<file path="config.mk">
export PLATFORM = sky130hd
export DESIGN_NAME = csa_pipe_accum
export DESIGN_NICKNAME = d
export VERILOG_FILES = /design/src/rtl/csa_pipe_pkg.sv /design/src/rtl/carry_lookahead_adder.sv /design/src/rtl/csa_tree_n.sv /design/src/rtl/full_adder.sv /design/src/rtl/csa_pipe_accum.sv
export SDC_FILE = /design/constraint.sdc
export NUM_CORES = 1
export LEC_CHECK = 0
export CORE_ASPECT_RATIO = 1.75
export CORE_UTILIZATION = 50
export CTS_CLUSTER_DIAMETER = 40
export CTS_CLUSTER_SIZE = 24
export DETAILED_ROUTE_END_ITERATION = 10
export PLACE_DENSITY = 0.75
export SLEW_MARGIN = 20
export SYNTH_ARGS = -nofsm -noshare
export SYNTH_HDL_FRONTEND = slang
export SYNTH_SLANG_ARGS = --single-unit
</file>
<file path="constraint.sdc">
create_clock -name clk -period 7.2 [get_ports clk]
set_input_delay 1.08 -clock clk [delete_from_list [all_inputs] [get_ports clk]]
set_output_delay 1.08 -clock clk [all_outputs]
set_load 0.02 [all_outputs]
</file>
<file path="src/rtl/csa_pipe_pkg.sv">
// Shared constants and width helpers for the carry-save pipelined accumulator.
package csa_pipe_pkg;

  localparam int N_DEF         = 9;
  localparam int W_DEF         = 4;
  localparam int MAX_BEATS_DEF = 4;

  function automatic int clog2(input int v);
    int r;
    r = 0;
    while ((1 << r) < v) r++;
    return r;
  endfunction

  function automatic int max1(input int v);
    return (v < 1) ? 1 : v;
  endfunction

  // Width that holds the sum of one beat's N operands.
  function automatic int tree_w(input int n, input int w);
    return w + max1(clog2(n));
  endfunction

  function automatic int ow_calc(input int n, input int w, input int max_beats);
    return tree_w(n, w) + max1(clog2(max_beats));
  endfunction

endpackage

</file>
<file path="src/rtl/carry_lookahead_adder.sv">
// Parallel-prefix carry-lookahead adder; carry-in is zero and carry-out is dropped.
module carry_lookahead_adder #(
  parameter int WIDTH = 8
) (
  input  logic [WIDTH-1:0] a,
  input  logic [WIDTH-1:0] b,
  output logic [WIDTH-1:0] sum
);
  logic [WIDTH-1:0] p0, gk, pk, gn, pn;

  always_comb begin
    p0 = a ^ b;
    gk = a & b;
    pk = p0;
    gn = gk;
    pn = pk;
    for (int d = 1; d < WIDTH; d = d * 2) begin
      gn = gk;
      pn = pk;
      for (int i = d; i < WIDTH; i++) begin
        gn[i] = gk[i] | (pk[i] & gk[i-d]);
        pn[i] = pk[i] & pk[i-d];
      end
      gk = gn;
      pk = pn;
    end
    // gk[i] is the carry out of bit i, so the carry into bit i is gk shifted up.
    sum = p0 ^ (gk << 1);
  end
endmodule

</file>
<file path="src/rtl/csa_tree_n.sv">
// Combinational N-to-2 carry-save reduction of N unsigned W-bit operands.
module csa_tree_n
  import csa_pipe_pkg::*;
#(
  parameter int N = N_DEF,
  parameter int W = W_DEF,
  localparam int TW = tree_w(N, W)
) (
  input  logic [N*W-1:0] ops,
  output logic [TW-1:0]  sum,
  output logic [TW-1:0]  carry
);
  wire [N-2:0][TW-1:0] row_s;
  wire [N-2:0][TW-1:0] row_c;

  assign row_s[0] = TW'(ops[0 +: W]);
  assign row_c[0] = TW'(ops[W +: W]);

  for (genvar k = 1; k < N - 1; k++) begin : g_row
    wire [TW-1:0] opk = TW'(ops[(k+1)*W +: W]);
    wire [TW-2:0] cy;
    for (genvar j = 0; j < TW - 1; j++) begin : g_bit
      full_adder u_fa (
        .a   (row_s[k-1][j]),
        .b   (row_c[k-1][j]),
        .cin (opk[j]),
        .s   (row_s[k][j]),
        .cout(cy[j])
      );
    end
    // The total always fits in TW bits, so the top carry can never be set.
    assign row_s[k][TW-1] = row_s[k-1][TW-1] ^ row_c[k-1][TW-1] ^ opk[TW-1];
    assign row_c[k]       = {cy, 1'b0};
  end

  assign sum   = row_s[N-2];
  assign carry = row_c[N-2];
endmodule

</file>
<file path="src/rtl/full_adder.sv">
// One-bit full adder, the 3:2 cell of the reduction tree.
module full_adder (
  input  logic a,
  input  logic b,
  input  logic cin,
  output logic s,
  output logic cout
);
  assign s    = a ^ b ^ cin;
  assign cout = (a & b) | (cin & (a ^ b));
endmodule

</file>
<file path="src/rtl/csa_pipe_accum.sv">
// Three-stage carry-save frame accumulator: CSA tree, 4:2 accumulator, CLA resolve.
// Optional overflow saturation on frames longer than MAX_BEATS: define CSA_PIPE_OVF_EN.
module csa_pipe_accum
  import csa_pipe_pkg::*;
#(
  parameter int N         = N_DEF,
  parameter int W         = W_DEF,
  parameter int MAX_BEATS = MAX_BEATS_DEF,
  localparam int OW       = ow_calc(N, W, MAX_BEATS)
) (
  input  logic          clk,
  input  logic          rst,
  input  logic          i_valid,
  output logic          i_ready,
  input  logic [N*W-1:0] i_data,
  input  logic          i_last,
  output logic          o_valid,
  input  logic          o_ready,
  output logic [OW-1:0] o_sum,
  output logic          o_ovf
);
  localparam int TW = tree_w(N, W);

  logic          stall, adv;
  logic [TW-1:0] tree_s, tree_c, s1_s, s1_c;
  logic          s1_v, s1_last, s2_fire, s2_last, s2_ovf;
  logic [OW-1:0] acc_s, acc_c, base_s, base_c, s1s_w, s1c_w;
  logic [OW-1:0] x_s, x_c, nxt_s, nxt_c, res;

  assign stall   = o_valid & ~o_ready;
  assign adv     = ~stall;
  assign i_ready = adv;

  csa_tree_n #(.N(N), .W(W)) u_tree (
    .ops  (i_data),
    .sum  (tree_s),
    .carry(tree_c)
  );

  // 4:2 compression of the accumulator pair with the stage-1 pair; a new frame starts from zero.
  always_comb begin
    s1s_w  = OW'(s1_s);
    s1c_w  = OW'(s1_c);
    base_s = s2_last ? '0 : acc_s;
    base_c = s2_last ? '0 : acc_c;
    x_s    = base_s ^ base_c ^ s1s_w;
    x_c    = ((base_s & base_c) | (base_s & s1s_w) | (base_c & s1s_w)) << 1;
    nxt_s  = x_s ^ x_c ^ s1c_w;
    nxt_c  = ((x_s & x_c) | (x_s & s1c_w) | (x_c & s1c_w)) << 1;
  end

  carry_lookahead_adder #(.WIDTH(OW)) u_cla (
    .a  (acc_s),
    .b  (acc_c),
    .sum(res)
  );

  always_ff @(posedge clk) begin
    if (rst) begin
      s1_v    <= 1'b0;
      s1_last <= 1'b0;
      s1_s    <= '0;
      s1_c    <= '0;
      s2_fire <= 1'b0;
      s2_last <= 1'b0;
      acc_s   <= '0;
      acc_c   <= '0;
      o_valid <= 1'b0;
      o_sum   <= '0;
    end else if (adv) begin
      s1_v    <= i_valid;
      s1_last <= i_valid & i_last;
      if (i_valid) begin
        s1_s <= tree_s;
        s1_c <= tree_c;
      end
      s2_fire <= s1_v & s1_last;
      if (s1_v) begin
        acc_s   <= nxt_s;
        acc_c   <= nxt_c;
        s2_last <= s1_last;
      end
      o_valid <= s2_fire;
      if (s2_fire) o_sum <= s2_ovf ? '1 : res;
    end
  end

`ifdef CSA_PIPE_OVF_EN
  localparam int CW = clog2(MAX_BEATS + 2);

  logic [CW-1:0] beat_cnt;
  logic          s1_ovf;

  // beat_cnt holds beats already accepted in this frame, so the current beat is beat_cnt+1.
  always_ff @(posedge clk) begin
    if (rst) begin
      beat_cnt <= '0;
      s1_ovf   <= 1'b0;
      s2_ovf   <= 1'b0;
      o_ovf    <= 1'b0;
    end else if (adv) begin
      if (i_valid) begin
        s1_ovf <= (beat_cnt >= CW'(MAX_BEATS));
        if (i_last)                             beat_cnt <= '0;
        else if (beat_cnt != CW'(MAX_BEATS + 1)) beat_cnt <= beat_cnt + 1'b1;
      end
      if (s1_v)    s2_ovf <= s1_ovf;
      if (s2_fire) o_ovf  <= s2_ovf;
    end
  end
`else
  assign s2_ovf = 1'b0;
  assign o_ovf  = 1'b0;
`endif

endmodule

</file>
==> impl_results.md <==
- First-pass GRT wire length: 10,800 um
- Mapped Area: 3340 sq um
- Final period utilization: 72.9%
- Synthesized net count: 471
- Setup violators final: 0
- MaxCap Viol Count: 0
- Slowest cell on crit path: fa_1
- Die Span X: 63.8 um
- Worst-skew pair later-pin latency: 290 ps
- Setup Buffers After CTS: 0
- Initial core utilization: 51.5%
- Initial antenna violation count: 0
- Setup Crit Path Kind: input port to register
- Relative slew slack: 45.0%
- Hold slack final: 449 ps
- Routed vias/inst: 5.12
- Num rows: 39
- Commonest non-fill, non-tap cell in the layout: nand2_1
- Worst hold path type: register to register
- Post-DRT Antenna Nets: 0
- Clock root cell: clkbuf_16
- Residual DRC: 0
- Mapped Cells: 366
- Inst Count DP: 486
- CTS resizes: 0
- Number of DRC markers in iteration 0: 156
- Startpoint Class: input port
- Via count: 2,531
- Main synth FF type: dfxtp_1
- Post-synthesis sequential area ratio: 28.2%
- DRT Pass-1 Iters: 4
- Hold Fails Final Rpt: 0
- PwrDens: 231 nW/um^2
- Overall power: 0.930 mW
- Slew @ Worst Pin: 824 ps
- Final Max Slew Viols: 0
- M1 GR Usage: 19.9%
- Setup_tns: 0 ps
- All-Layer GR Usage: 20.0%
- Clk buf depth: 2
- Max rail drop VDD: 0.123 mV
- Internal reg-to-reg setup slack: 5100 ps
- Synthesized flop and latch total: 47
- Synth async-reset ratio: 0%
- IO buf count: 52
- Leakage: 1.73 nW
- Vias in the first global route: 2,515
- Area grow syn2layout: 20.7%
- Syn avg cell area: 9.13 sq um
- Pin count of the biggest net entering global routing: 48
- CTS buffer count: 5
- RSZ-0062 raised after global routing: no
- WP data arrival: 5450 ps
- Met3 Track Usage GR: 2.98%
- Worst Skew: 3.40 ps
- Yosys Warn Count: 0
- Unique cell type count in the Yosys netlist: 48
- Core area: 6490 sq um
- Top Usage Layer GRT: met2
- CP Cell Sequence: clkdlybuf4s50_1 -> inv_1 -> fa_1 -> inv_1 -> fa_1 -> fa_1 -> inv_1 -> fa_1 -> inv_1 -> fa_1 -> inv_1 -> fa_1 -> fa_1 -> a211oi_1
- H-tree levels: 2
- Max Clk Rate: 190 MHz
- Total gr overflow: 0
- Clock transition at the registers of the reported paths: 60 ps
- Die Y: 110 um
- CP endpoint kind: register
- CTS tree: yes
- HPWL after detailed placement: 4780 um
- # IOs: 54
- Wire per inst: 12.5 um
- Final Cell Area: 4040 sq um
- Hold Buf Count CTS: 0
- Crit path required time: 7400 ps
- CP peak stage delay: 530 ps
- Most frequent cells in the layout: nand2_1 (60), inv_1 (55), clkdlybuf4s50_1 (52), dfxtp_1 (47), fa_1 (37)
- Layout cells sized above 1: 4.85%
- Post-layout min period: 5250 ps
- Status: finished, final reports clean
- Layout net count: 516
- Largest fanout on the critical path: 1
- DRT Wirelength: 6150 um
- Num Clock Sinks: 47
- Post-Layout Cell Count: 494
- Placer Congestion: 0.839
- Post-synth EDFFs: 0
- Grt met2 use: 39.8%
- Inserted Diodes: 0
- Post-placement cell area: 3870 sq um
- DIE AREA: 7030 sq um
- Most used cell, CP: fa_1
-- power by group --
group	switching, mW	internal (mW)	total [mW]	leakage (nW)
Combinational	0.199	0.175	0.374	1.27
Clock	0.0980	0.148	0.246	0.0761
Sequential	0.0202	0.291	0.311	0.383
-- Yosys cell counts (3+ instances only) --
master	count	share of area, %
nor2b_1	7	1.3
a21oi_1	33	4.9
nand2_1	60	6.7
a211oi_1	10	2.2
o21a_1	4	0.90
o2111ai_1	4	1.0
dfxtp_1	47	28
nand2b_1	11	2.1
fa_1	37	22
nor2_1	15	1.7
inv_1	55	6.2
clkbuf_1	5	0.56
buf_6	4	1.3
nor4_1	4	0.75
nand3_1	4	0.60
and2_1	3	0.56
ha_1	27	10
-- cell type report --
| class | instances | area [sq um] |
|---|---|---|
| Fill cell | 555 | 2450 |
| Multi-Input combinational cell | 248 | 2090 |
| Sequential cell | 47 | 941 |
| Timing Repair Buffer | 53 | 528 |
| Inverter | 56 | 213 |
| Clock buffer | 7 | 153 |
| Tap cell | 82 | 103 |
| Clock inverter | 1 | 7.51 |
-- routing by layer --
layer | share of wire, % | wire length (um)
met1 | 38 | 2340
met2 | 57 | 3510
met3 | 2.8 | 172
met4 | 2.0 | 125
met5 | 0 | 0
-- critical path, delay by kind of cell --
| kind | cells | cell delay, ps |
|---|---|---|
| buffers and inverters | 6 | 710 |
| adder cells (fa/ha/maj) | 7 | 3440 |
| AO/OA/AOI/OAI | 1 | 220 |
-- registers in the layout, indices dropped and copies added, names as in the netlist --
register	flops
acc_s	10
s1_c	7
s2_last	1
o_valid	1
acc_c	8
s2_fire	1
s1_s	7
s1_v	1
s1_last	1
o_sum	10
-- stage by stage --
stage | utilization, % | setup slack [ps]
final | 62.2 | 1950
after global routing | 62.2 | 1770
after CTS | 62.2 | 1910
after detailed placement | 59.7 | 1610
after global placement | 59.7 | 1720
after floorplan | - | 2230
-- final timing paths --
check                  from       end  depth (start not counted)
hold reg to reg    o_sum[4]  o_sum[4]                          2
hold / removal     o_sum[4]  o_sum[4]                          2
setup reg to reg    s2_last  acc_s[3]                          6
setup / recovery  i_data[3]   s1_s[3]                         14
-- kinds of logic (layout without fill, tap and decap cells) --
logic type / Yosys count / in the layout / synth area share, %
xor gates and xnor gates: 2 / 2 / 0.524
AOI/OAI and AO/OA: 61 / 61 / 11.9
DFF: 47 / 47 / 28.2
muxes: 1 / 1 / 0.674
buffers and inverters: 71 / 117 / 9.28
other: 1 / 1 / 0.112
and+or+nand+nor: 119 / 119 / 17.0
adders and majority gates: 64 / 64 / 32.3
Note: power is estimated with default switching activity, not from simulation.
